--- src/rtl/uart_tx_feeder_if.sv ---
// Byte-write and transmitter-facing signals of uart_tx_feeder, bundled so user
// logic and the feeder share one port list.
interface uart_tx_feeder_if #(
    parameter int FIFO_DEPTH = 16
);
    localparam int CW = $clog2(FIFO_DEPTH) + 1;

    logic [7:0]    wr_data;
    logic          wr_en;
    logic          full;
    logic          empty;
    logic [CW-1:0] fifo_cnt;
    logic          overflow;
    logic          tx_busy;
    logic [7:0]    uart_tx_data;
    logic          uart_tx_en;

    modport master (
        output wr_data, wr_en,
        input  full, empty, fifo_cnt, overflow, tx_busy, uart_tx_data, uart_tx_en
    );

    modport slave (
        input  wr_data, wr_en,
        output full, empty, fifo_cnt, overflow, tx_busy, uart_tx_data, uart_tx_en
    );
endinterface

--- src/rtl/uart_tx_feeder.sv ---
// FIFO plus pacing controller ahead of a busy-less UART transmitter: pops one
// byte per frame and spaces uart_tx_en rises FRAME_CNT cycles apart.
module uart_tx_feeder #(
    parameter int BPS        = 'd9_600,
    parameter int CLK_FRE    = 'd50_000_000,
    parameter int FIFO_DEPTH = 16,
    parameter int EN_HIGH    = 4
) (
    input  logic                 sys_clk,
    input  logic                 sys_rst_n,
    uart_tx_feeder_if.slave      bus
);
    localparam int AW        = $clog2(FIFO_DEPTH);
    localparam int CW        = AW + 1;
    localparam int BPS_CNT   = CLK_FRE / BPS;
    localparam int FRAME_CNT = 10 * BPS_CNT + EN_HIGH;

    localparam logic [23:0]   EN_HIGH_C  = 24'(EN_HIGH);
    localparam logic [23:0]   FRAME_LAST = 24'(FRAME_CNT - 1);
    localparam logic [CW-1:0] DEPTH_C    = CW'(FIFO_DEPTH);

    generate
        if (FRAME_CNT >= (1 << 24)) begin : g_bad_frame
            $error("uart_tx_feeder: FRAME_CNT does not fit the 24-bit pace counter");
        end
        if (EN_HIGH < 3) begin : g_bad_en_high
            $error("uart_tx_feeder: EN_HIGH must be at least 3");
        end
        if ((FIFO_DEPTH < 2) || (FIFO_DEPTH > 256) || ((FIFO_DEPTH & (FIFO_DEPTH - 1)) != 0)) begin : g_bad_depth
            $error("uart_tx_feeder: FIFO_DEPTH must be a power of two in 2..256");
        end
    endgenerate

    typedef enum logic [1:0] {
        ST_IDLE,
        ST_PULSE,
        ST_GAP
    } state_t;

    state_t        r_state;
    logic [23:0]   r_pace;
    logic [7:0]    r_mem [FIFO_DEPTH];
    logic [AW-1:0] r_wr_ptr;
    logic [AW-1:0] r_rd_ptr;
    logic [CW-1:0] r_cnt;
    logic          r_full;
    logic          r_empty;
    logic          r_overflow;
    logic [7:0]    r_tx_data;
    logic          r_tx_en;

    logic          w_wr_acc;
    logic          w_pop;
    logic [CW-1:0] w_cnt_next;

    // Acceptance uses the registered full flag, so a pop in the same cycle
    // does not make room for a write.
    assign w_wr_acc = bus.wr_en & ~r_full;
    assign w_pop    = (r_state == ST_IDLE) & ~r_empty;

    always_comb begin
        w_cnt_next = r_cnt;
        if (w_wr_acc && !w_pop) begin
            w_cnt_next = r_cnt + CW'(1);
        end else if (!w_wr_acc && w_pop) begin
            w_cnt_next = r_cnt - CW'(1);
        end
    end

    always_ff @(posedge sys_clk) begin
        if (w_wr_acc) begin
            r_mem[r_wr_ptr] <= bus.wr_data;
        end
    end

    always_ff @(posedge sys_clk or negedge sys_rst_n) begin
        if (!sys_rst_n) begin
            r_wr_ptr   <= '0;
            r_cnt      <= '0;
            r_full     <= 1'b0;
            r_empty    <= 1'b1;
            r_overflow <= 1'b0;
        end else begin
            if (w_wr_acc) begin
                r_wr_ptr <= r_wr_ptr + AW'(1);
            end
            r_cnt      <= w_cnt_next;
            r_full     <= (w_cnt_next == DEPTH_C);
            r_empty    <= (w_cnt_next == '0);
            r_overflow <= bus.wr_en & r_full;
        end
    end

    always_ff @(posedge sys_clk or negedge sys_rst_n) begin
        if (!sys_rst_n) begin
            r_state   <= ST_IDLE;
            r_pace    <= '0;
            r_rd_ptr  <= '0;
            r_tx_data <= 8'd0;
            r_tx_en   <= 1'b0;
        end else begin
            case (r_state)
                ST_IDLE: begin
                    r_tx_en <= 1'b0;
                    if (!r_empty) begin
                        r_tx_data <= r_mem[r_rd_ptr];
                        r_rd_ptr  <= r_rd_ptr + AW'(1);
                        r_tx_en   <= 1'b1;
                        r_pace    <= 24'd1;
                        r_state   <= ST_PULSE;
                    end
                end
                ST_PULSE: begin
                    r_pace <= r_pace + 24'd1;
                    if (r_pace == EN_HIGH_C) begin
                        r_tx_en <= 1'b0;
                        r_state <= ST_GAP;
                    end
                end
                ST_GAP: begin
                    // Leaving one cycle early lets IDLE's pop land exactly FRAME_CNT after the last rise.
                    r_pace <= r_pace + 24'd1;
                    if (r_pace == FRAME_LAST) begin
                        r_state <= ST_IDLE;
                    end
                end
                default: begin
                    r_tx_en <= 1'b0;
                    r_state <= ST_IDLE;
                end
            endcase
        end
    end

    assign bus.full         = r_full;
    assign bus.empty        = r_empty;
    assign bus.fifo_cnt     = r_cnt;
    assign bus.overflow     = r_overflow;
    assign bus.tx_busy      = ~r_empty | (r_state != ST_IDLE);
    assign bus.uart_tx_data = r_tx_data;
    assign bus.uart_tx_en   = r_tx_en;
endmodule

--- src/flat_wrapper.sv ---
// flat-port wrapper written by rule: the top's interface ports become plain ports
module uart_tx_feeder_flat 
#(
    parameter int BPS        = 'd9_600,
    parameter int CLK_FRE    = 'd50_000_000,
    parameter int FIFO_DEPTH = 16,
    parameter int EN_HIGH    = 4
)
  (sys_clk, sys_rst_n, bus_wr_data, bus_wr_en, bus_full, bus_empty, bus_fifo_cnt, bus_overflow, bus_tx_busy, bus_uart_tx_data, bus_uart_tx_en);
  uart_tx_feeder_if #(.FIFO_DEPTH(FIFO_DEPTH)) bus_i ();
  input  logic sys_clk;
  input  logic sys_rst_n;
  input wire logic [$bits(bus_i.wr_data)-1:0] bus_wr_data;
  input wire logic [$bits(bus_i.wr_en)-1:0] bus_wr_en;
  output wire logic [$bits(bus_i.full)-1:0] bus_full;
  output wire logic [$bits(bus_i.empty)-1:0] bus_empty;
  output wire logic [$bits(bus_i.fifo_cnt)-1:0] bus_fifo_cnt;
  output wire logic [$bits(bus_i.overflow)-1:0] bus_overflow;
  output wire logic [$bits(bus_i.tx_busy)-1:0] bus_tx_busy;
  output wire logic [$bits(bus_i.uart_tx_data)-1:0] bus_uart_tx_data;
  output wire logic [$bits(bus_i.uart_tx_en)-1:0] bus_uart_tx_en;
  assign bus_i.wr_data = bus_wr_data;
  assign bus_i.wr_en = bus_wr_en;
  assign bus_full = bus_i.full;
  assign bus_empty = bus_i.empty;
  assign bus_fifo_cnt = bus_i.fifo_cnt;
  assign bus_overflow = bus_i.overflow;
  assign bus_tx_busy = bus_i.tx_busy;
  assign bus_uart_tx_data = bus_i.uart_tx_data;
  assign bus_uart_tx_en = bus_i.uart_tx_en;
  uart_tx_feeder #(.BPS(BPS), .CLK_FRE(CLK_FRE), .FIFO_DEPTH(FIFO_DEPTH), .EN_HIGH(EN_HIGH)) u_core (.sys_clk(sys_clk), .sys_rst_n(sys_rst_n), .bus(bus_i));
endmodule
--- config.mk ---
export PLATFORM = sky130hd
export DESIGN_NAME = uart_tx_feeder_flat
export DESIGN_NICKNAME = d
export VERILOG_FILES = /design/src/rtl/uart_tx_feeder_if.sv /design/src/rtl/uart_tx_feeder.sv /design/src/flat_wrapper.sv
export SDC_FILE = /design/constraint.sdc
export NUM_CORES = 1
export LEC_CHECK = 0
export ABC_AREA = 1
export CELL_PAD_IN_SITES_DETAIL_PLACEMENT = 0
export CELL_PAD_IN_SITES_GLOBAL_PLACEMENT = 2
export CORE_AREA = 10 10 153 155
export CTS_CLUSTER_DIAMETER = 60
export DETAILED_ROUTE_END_ITERATION = 10
export DIE_AREA = 0 0 163 165
export GPL_TIMING_DRIVEN = 0
export PLACE_DENSITY_LB_ADDON = 0.1
export SETUP_SLACK_MARGIN = 0.5
export SYNTH_ARGS = -nofsm -noshare
export SYNTH_HDL_FRONTEND = slang
export SYNTH_SLANG_ARGS = --single-unit
--- constraint.sdc ---
create_clock -name sys_clk -period 3.8 [get_ports sys_clk]
set_clock_uncertainty 0.05 [all_clocks]
set_input_delay 0.76 -clock sys_clk [delete_from_list [all_inputs] [get_ports sys_clk]]
set_output_delay 0.76 -clock sys_clk [all_outputs]
set_load 0.01 [all_outputs]
==> impl_metrics.toml, run 1 <==
[status]
status = "finished clean"

[pwr]
leakage_nw = 3.718
power_density_mw_per_mm2 = 749.1
ir_drop_mv = 0.4050

[clocking]
cts_max_level = 4
clock_sinks = 179
cts-buffers-inserted = 17
clkTransAtPathRegs_ps = 70
ctsHoldBuffers = 0
clockRootBuffer = "clkbuf_16"
cts_tree = "done"
ctsResizeCount = 0
post_cts_buffers = 0
insertion_delay_ps = 430
clockBufferDepth = 2

[synth]
yosysMostFrequentCell = "nand2_1"
syn-cell-area_mm2 = 0.008038
yosys-top-cells-count = "nand2_1 (261), edfxtp_1 (128), nor2_1 (99)"
synthTopCellsByArea = "edfxtp_1 (48%), dfrtp_1 (16%), nand2_1 (12%)"
avgSynthCellArea_um2 = 9.899
synth_ff_type = "edfxtp_1"
ys_seq_area_share_pct = 63.71
netlist_instances = 812
syn_nets = 836
synth_area_leader_cell = "edfxtp_1"
synth-edff-count = 128
ys_types = 36
yosysWarnings = 0
ys_async_sr_fraction_pct = 28.49
synth.ff_latch_count = 179
synth_top_area_share_pct = 47.82

[routing]
dr.max_layer_used = "met4"
antenna_left = 0
wl_met3_um = 586
route.met2.wl_mm = 10.00
dr.pass1.iters = 5
wire_per_inst_um = 17.71
drc = 0
viasPerCell = 4.871
via_count = 5567
routed_wl_mm = 20.25
first_iter_violations = 282
wl_met1_mm = 9.300

[timing]
slew_headroom_pct = 46.35
rsz0062_at_grt = "no"
worst_slew_pin_slew_ps = 802.3
hold_violations = 0
max_freq_mhz = 370.7
final-max-slew-violation-count = 0
layout_min_cycle_time_ps = 2698
finalSetupViolations = 0
fin_crit_sh_pct = 71.00
setup_tns_ps = 0

[worst_setup_path]
required_ps = 2990
crit_type = "reg2out"
worstSetupStartpointType = "register"
cp.arrival_ps = 1890
endpoint_kind = "primary output"
crit_fanout = 7

[die]
dieArea_mm2 = 0.02690
die_w_um = 163
pin_count = 29
std_cell_rows = 52
start_util_pct = 39.85
dieHeight_um = 165
core_region_area_mm2 = 0.02017

[cells_and_area]
n_fill_cell = 1932
fin_util_pct = 45.89
final_layout_size_suffix_gt1_share_pct = 7.789
fin_nets = 884
area_growth_pct = 15.15
diodes = 0

[grt]
antenna_found_initial = 0
grt_use_total_pct = 15.63
grt_max_degree = 37
grt_pass1_vias = 5712
gr-total-overflow = 0
grt_pass1_wl_mm = 31.94

[run]
max_cap_viol_count = 0

[placement]
gp_congestion = 0.7929
portBuffers = 28
dp.final_hpwl_mm = 14.34

[min_path]
hold_path.class = "in2async"
worst paths after layout:
path                                                   startpoint                                      to  slack (ps)  cells after the start
setup / recovery                    u_core.r_state[0]$_DFFE_PN0P_                             bus_tx_busy        1100                      4
hold / removal                                          sys_rst_n        u_core.bus.fifo_cnt[3]$_DFF_PN0_         210                      1
setup reg to reg                        u_core.bus.full$_DFF_PN0_            u_core.r_mem[0][5]$_DFFE_PP_        1730                      4
hold reg to reg            u_core.bus.uart_tx_data[5]$_DFFE_PN0P_  u_core.bus.uart_tx_data[5]$_DFFE_PN0P_         430                      2
max in group asynchronous                               sys_rst_n           u_core.r_pace[10]$_DFFE_PN0P_        2950                      2
min in group sys_clk       u_core.bus.uart_tx_data[5]$_DFFE_PN0P_  u_core.bus.uart_tx_data[5]$_DFFE_PN0P_         430                      2
metal layers:
metal / up-vias / global-route usage, %
met3: 20 / 2.763
met1: 2644 / 19.72
met5: - / 0
met2: 82 / 26.64
met4: 0 / 5.123
li1: 2821 / -
final cells by class:
| class | instances | area (um2) | share of cell area, % |
|---|---|---|---|
| Clock buffer | 19 | 432.9 | 4.678 |
| Buffer | 28 | 133.9 | 1.447 |
| Sequential cell | 179 | 5121 | 55.33 |
| Tap cell | 270 | 337.8 | 3.650 |
| Timing Repair Buffer | 29 | 295.3 | 3.190 |
| Inverter | 51 | 191.4 | 2.068 |
| Multi-Input combinational cell | 554 | 2591 | 28.00 |
| Clock inverter | 13 | 151.4 | 1.636 |
registers in the layout, indices dropped and copies added, names as in the netlist:
register,flops
u_core.r_state,2
u_core.bus.overflow,1
u_core.r_mem,128
u_core.bus.uart_tx_data,8
u_core.bus.uart_tx_en,1
u_core.r_wr_ptr,4
u_core.bus.fifo_cnt,5
u_core.bus.full,1
u_core.bus.empty,1
u_core.r_pace,24
u_core.r_rd_ptr,4
worst max-delay path, stage by stage (launching register included):
cell             delay, ps
dfrtp_1                380
inv_1                   90
ha_1                   260
nand2_2                160
clkdlybuf4s50_1        560
kinds of logic (layout without fill, tap and decap cells):
family	count (synthesis)	count (layout)	share of synthesized area (%)
compound gates	81	81	5.791
xor+xnor	9	9	0.9808
fa+ha+maj	13	13	2.024
buf+inv	79	140	4.047
flops	179	179	63.71
simple gates	451	451	23.44
through the flow:
| step | cells | setup WS, ps | total power [mW] | hold slack, ps | cell area [um2] |
|---|---|---|---|---|---|
| final | 1143 | 1102 | 6.933 | 205.4 | 9255 |
| after global routing | 1143 | 994.2 | 7.429 | 224.4 | 9255 |
| after global placement | 1110 | 139.5 | 5.212 | 420.0 | 8656 |
| after floorplan | 812 | 1804 | 4.258 | 414.4 | 8038 |
| after detailed placement | 1111 | 780.1 | 5.249 | 421.4 | 8671 |
| after CTS | 1143 | 1091 | 7.011 | 206.2 | 9255 |
cell usage in the layout, fill, tap and decap left out, types with 7 or more instances in the layout:
cell             count
clkdlybuf4s50_1     27
nand4_1             11
o211ai_1             8
edfxtp_1           128
inv_1               48
o22ai_1              8
clkbuf_16           17
clkbuf_1            10
buf_2               18
a21oi_1             26
ha_1                13
xor2_1               9
o21ai_0             25
nor2_1              99
nor3_1               7
nand2_1            261
dfrtp_1             50
nand3_1             56
a21boi_0             8
power by group:
group          switching, mW  internal [mW]  total (mW)
logic                   1.79          0.826        2.61
registers              0.166           2.41        2.57
clock network          0.767          0.980        1.75
No activity file was read; power rests on OpenSTA's default activity.
==> inputs of run 2 (changes only) <==
--- a/config.mk
+++ b/config.mk
@@ -8,10 +8,10 @@
 export ABC_AREA = 1
 export CELL_PAD_IN_SITES_DETAIL_PLACEMENT = 0
 export CELL_PAD_IN_SITES_GLOBAL_PLACEMENT = 2
-export CORE_AREA = 10 10 153 155
+export CORE_AREA = 10 10 161 163
 export CTS_CLUSTER_DIAMETER = 60
 export DETAILED_ROUTE_END_ITERATION = 10
-export DIE_AREA = 0 0 163 165
+export DIE_AREA = 0 0 171 173
 export GPL_TIMING_DRIVEN = 0
 export PLACE_DENSITY_LB_ADDON = 0.1
 export SETUP_SLACK_MARGIN = 0.5
==> constraint.sdc (replaced) <==
create_clock -name sys_clk -period 2.2 [get_ports sys_clk]
set_clock_uncertainty 0.05 [all_clocks]
set_input_delay 0.44 -clock sys_clk [delete_from_list [all_inputs] [get_ports sys_clk]]
set_output_delay 0.44 -clock sys_clk [all_outputs]
set_load 0.01 [all_outputs]
==> run 2 against run 1 <==
  * Global-route usage decreased by 0.91 points
  * Via count increased by 5.7%
  * First-iteration DRC count increased by 24%
  * Routed wire length increased by 6.6%
  * Core utilization decreased by 0.38 points
  * Count of clock-buffer cells in the layout increased by 3
  * Sequential power increased by 72%
  * Sequential share of layout area decreased by 5.4 points
  * Worst setup slack got worse by 700 ps
  * Combinational power increased by 130%
  * Cell area increased by 11%
  * Clock power increased by 98%
  * Largest cell class unchanged
==> impl_metrics.toml, run 2 (synthesis gave the netlist of run 1 again) <==
[cells_and_area]
n_fill_cell = 2153
fin_util_pct = 45.51
diodes = 0
area_growth_pct = 27.80
seqCellArea_mm2 = 0.005125
fin_nets = 928
multiInputGateArea_mm2 = 0.002942
final_layout_size_suffix_gt1_share_pct = 19.41
largest_reg_flops = 128
final_common_cell = "nand2_1"
regMostFlops = "u_core.r_mem"
most-common-layout-cells = "nand2_1 (242), edfxtp_1 (128), nor2_1 (75), nand3_1 (55), dfrtp_1 (47)"

[die]
start_util_pct = 35.61
die_w_um = 171
std_cell_rows = 55
pin_count = 29
dieArea_mm2 = 0.02958
core_region_area_mm2 = 0.02257
dieHeight_um = 173

[grt]
grt_use_met1_pct = 18.79
grt_use_met3_pct = 3.166
gr-total-overflow = 0
grt_max_degree = 28
antenna_found_initial = 0
grt_busiest_layer = "met2"
grt_pass1_vias = 5908
grt_use_met2_pct = 24.10
grt_use_total_pct = 14.71
grt_pass1_wl_mm = 33.55

[routing]
first_iter_violations = 350
wire_per_inst_um = 17.95
drc = 0
viasPerCell = 4.897
via_count = 5886
antenna_left = 0
routed_wl_mm = 21.58
dr.pass1.iters = 4

[placement]
gp_congestion = 0.8474
place_ws_ps = -603.2
portBuffers = 28
dp.final_hpwl_mm = 14.65

[timing]
rsz0062_at_grt = "yes"
max_freq_mhz = 555.6
final-max-slew-violation-count = 0
layout_min_cycle_time_ps = 1800
fin_crit_sh_pct = 81.81
worst_slew_pin_slew_ps = 801.1
setup_ws_ps = 400.3
fin_hold_ws_ps = 251.2
hold_violations = 0
finalSetupViolations = 0
slew_headroom_pct = 46.43

[pwr]
ir_drop_mv = 0.6142
total_power_mw = 13.80
leakage_nw = 4.179
power_switching_mw = 5.202
clkPwrFrac_pct = 25.1
seqPwrFrac_pct = 32.0
switching_share_pct = 37.68
p_comb_share_pct = 43.0
intPower_mw = 8.602
power_density_mw_per_mm2 = 1344

[clocking]
clock_sinks = 179
cts_tree = "done"
cts_max_level = 4
clkTransAtPathRegs_ps = 60
clockBufferDepth = 2
clockRootBuffer = "clkbuf_16"
cts-buffers-inserted = 17
insertion_delay_ps = 440

[worst_setup_path]
worstSetupStartpointType = "register"
required_ps = 1710
endpoint_kind = "primary output"
crit_fanout = 5
crit_type = "reg2out"
cp.arrival_ps = 1310

[status]
status = "finished clean"

[run]
max_cap_viol_count = 0

[min_path]
hold_path.class = "in2reg"
run 2: timing repair:
item | CTS | global route
endpoints found under the hold margin | 23 | 0
pin swaps | 17 | 31
hold buffers | 1 | 0
endpoints found under the setup margin | 188 | 162
setup buffers | 20 | 22
resized for setup | 116 | 54
cloned | 0 | 1
run 2: cell type report:
type	instances	area share [%]
Clock inverter	10	1.998
Buffer	28	2.156
Multi-Input combinational cell	554	28.64
Tap cell	285	3.471
Clock buffer	22	4.519
Inverter	51	1.900
Timing Repair Buffer	73	7.430
Sequential cell	179	49.89
run 2: path summary, 6_finish.rpt:
check | startpoint | endpoint | slack (ps) | cells after the start
worst max register to register | u_core.r_state[0]$_DFFE_PN0P_ | u_core.r_pace[2]$_DFFE_PN0P_ | 420 | 10
worst min-delay path | bus_wr_en | u_core.bus.overflow$_DFF_PN0_ | 250 | 3
min in group asynchronous | sys_rst_n | u_core.r_pace[17]$_DFFE_PN0P_ | 500 | 2
worst max-delay path | u_core.r_state[0]$_DFFE_PN0P_ | bus_tx_busy | 400 | 4
worst min register to register | u_core.bus.uart_tx_data[4]$_DFFE_PN0P_ | u_core.bus.uart_tx_data[4]$_DFFE_PN0P_ | 420 | 2
max in group asynchronous | sys_rst_n | u_core.r_rd_ptr[2]$_DFFE_PN0P_ | 1010 | 3
run 2: power by group through the flow:
stage          sequential, mW  combinational [mW]  clock [mW]
2_1_floorplan            4.51                2.88           0
3_3_place_gp             4.49                4.58           0
3_5_place_dp             4.51                4.60           0
4_1_cts                  4.42                5.31        3.52
5_1_grt                  4.47                6.56        3.67
6_report                 4.41                5.93        3.46
run 2: routing by layer:
layer / vias up / wire length, um
li1: 2910 / -
met1: 2846 / 9646
met2: 111 / 10710
met3: 19 / 876
met4: 0 / 346
met5: - / 0
run 2: worst max-delay path: stages (launching register included):
cell	delay [ps]
dfrtp_1	400
inv_2	100
ha_4	180
nand2_8	70
buf_6	120
run 2: stage by stage:
| stage | TNS [ps] | cells | instance area (um2) |
|---|---|---|---|
| finish | 0 | 1202 | 10270 |
| floorplan | 0 | 812 | 8050 |
| global route | 0 | 1202 | 10270 |
| detailed placement | -55470 | 1126 | 8702 |
| global placement | -118670 | 1125 | 8687 |
| CTS | 0 | 1179 | 9908 |
==> inputs of run 3 (changes only) <==
==> constraint.sdc (replaced) <==
create_clock -name sys_clk -period 1.6 [get_ports sys_clk]
set_clock_uncertainty 0.05 [all_clocks]
set_input_delay 0.32 -clock sys_clk [delete_from_list [all_inputs] [get_ports sys_clk]]
set_output_delay 0.32 -clock sys_clk [all_outputs]
set_load 0.01 [all_outputs]
==> run 3 against run 2 <==
  * Routed wire length up 5.4%
  * Highest routed layer unchanged
  * Combinational power up 96%
  * The flow now finishes with violations (setup timing)
  * Largest power group unchanged
  * Critical path depth up 6
==> impl_metrics.toml, run 3 (synthesis gave the netlist of run 1 again) <==
[die]
pin_count = 29
start_util_pct = 35.61
dieHeight_um = 173
die_w_um = 171
core_region_area_mm2 = 0.02257
dieArea_mm2 = 0.02958
std_cell_rows = 55

[cells_and_area]
final_layout_size_suffix_gt1_share_pct = 34.23
fin_nets = 975
largest_reg_flops = 128
regMostFlops = "u_core.r_mem"
most-common-layout-cells = "nand2_1 (223), edfxtp_1 (128), nor2_1 (68), buf_6 (54), dfrtp_1 (43)"
layoutNonFillerInstCount = 1249
area_growth_pct = 41.39
diodes = 0
final_common_cell = "nand2_1"

[status]
violations = "setup timing"
status = "finished, violations left"

[placement]
dp_cells = 1126
place_ws_ps = -560.4
dp.final_hpwl_mm = 14.87
gp_congestion = 0.8138
portBuffers = 28

[clocking]
clockRootBuffer = "clkbuf_16"
clockBufferDepth = 2
cts_tree = "done"
clkTransAtPathRegs_ps = 70
insertion_delay_ps = 440
cts_max_level = 4
clock_sinks = 179
cts-buffers-inserted = 17

[routing]
dr.pass1.iters = 4
first_iter_violations = 362
viasPerCell = 4.932
antenna_left = 0
wire_per_inst_um = 18.20
via_count = 6160
routed_wl_mm = 22.73
drc = 0

[worst_setup_path]
endpoint_kind = "register"
crit_type = "reg2reg"
required_ps = 1880
crit_fanout = 5
path_cells = "inv_2 -> ha_4 -> buf_6 -> o21ai_4 -> inv_2 -> buf_8 -> buf_8 -> nand2_2 -> xor2_1 -> nor2_1"
worstSetupStartpointType = "register"
regToRegSetupSlack_ps = -130
cp.arrival_ps = 2010
cp_slowest_stage_delay_ps = 370
cpMaxStageDelayCell = "dfrtp_1"

[timing]
worst_slew_pin_slew_ps = 807.2
max_freq_mhz = 579.5
setup_ws_ps = -125.6
slew_headroom_pct = 46.19
fin_hold_ws_ps = 223.0
rsz0062_at_grt = "yes"
setup_tns_ps = -2765
hold_violations = 0
fin_crit_sh_pct = 107.9
layout_min_cycle_time_ps = 1726
finalSetupViolations = 36
final-max-slew-violation-count = 0

[grt]
grt_max_degree = 36
grt_use_total_pct = 15.46
gr-total-overflow = 0
antenna_found_initial = 0
grt_pass1_vias = 6262
grt_pass1_wl_mm = 35.08

[pwr]
leakage_nw = 4.587
ir_drop_mv = 0.9516
total_power_mw = 21.96
power_density_mw_per_mm2 = 1933

[run]
max_cap_viol_count = 0

[min_path]
hold_path.class = "in2reg"
## run 3: cell types whose count changed in the layout (fill, tap and decap cells not counted), moves of 13 or more
cell     before  now
buf_6        14   54
nand2_1     242  223
nand2_2      12   29
nand3_1      55   30
nand3_2       1   23
o21ai_0      22    9
## run 3: worst paths after layout
path                                                        start                                      to  depth (start not counted)
min in group asynchronous                               sys_rst_n            u_core.r_pace[8]$_DFFE_PN0P_                          2
min                                                     bus_wr_en           u_core.bus.overflow$_DFF_PN0_                          3
max in group asynchronous                               sys_rst_n              u_core.bus.empty$_DFF_PN1_                          3
min reg2reg                u_core.bus.uart_tx_data[6]$_DFFE_PN0P_  u_core.bus.uart_tx_data[6]$_DFFE_PN0P_                          2
max reg2reg                         u_core.r_state[1]$_DFFE_PN0P_            u_core.r_pace[2]$_DFFE_PN0P_                         10
max                                 u_core.r_state[1]$_DFFE_PN0P_            u_core.r_pace[2]$_DFFE_PN0P_                         10
## run 3: worst max-delay path, delay by kind of cell, from the launching register on
kind	cells	cell delay, ps
flops	1	370
simple gates	2	110
xor+xnor	1	140
compound gates	1	210
fa+ha+maj	1	180
buf+inv	5	550
## run 3: stage by stage
stage          utilization (%)  area, um2
3_3_place_gp             40.27       9089
3_5_place_dp             40.33       9104
5_1_grt                  50.35      11360
6_report                 50.35      11360
2_1_floorplan                -       8452
4_1_cts                  48.79      11010
## run 3: what timing repair did
action	in CTS	in global routing
endpoints found under the setup margin	321	219
endpoints found under the hold margin	16	0
setup buffers	69	16
hold buffers	1	0
pin swaps	80	53
gates cloned	5	0
gates resized for setup	239	57
## run 3: per-layer routing
layer	track usage [%]	wire length, um	up-vias
li1	-	-	3015
met1	19.30	9831	3025
met2	26.58	11870	103
met3	2.642	753	17
met4	4.494	284	0
met5	0	0	-
## run 3: area by class of cell
cell class	count	area [um2]
tap	285	356.6
clock buffer	17	425.4
fill	2007	11210
clock inverter	15	175.2
multi-input combinational	554	3387
timing repair buffer	120	1314
sequential	179	5130
buffer	28	365.4
inverter	51	211.5
## run 3: report_power, final
group          internal [mW]  switching (mW)
Clock                   2.12            2.08
Sequential              5.72           0.449
Combinational           5.30            6.30
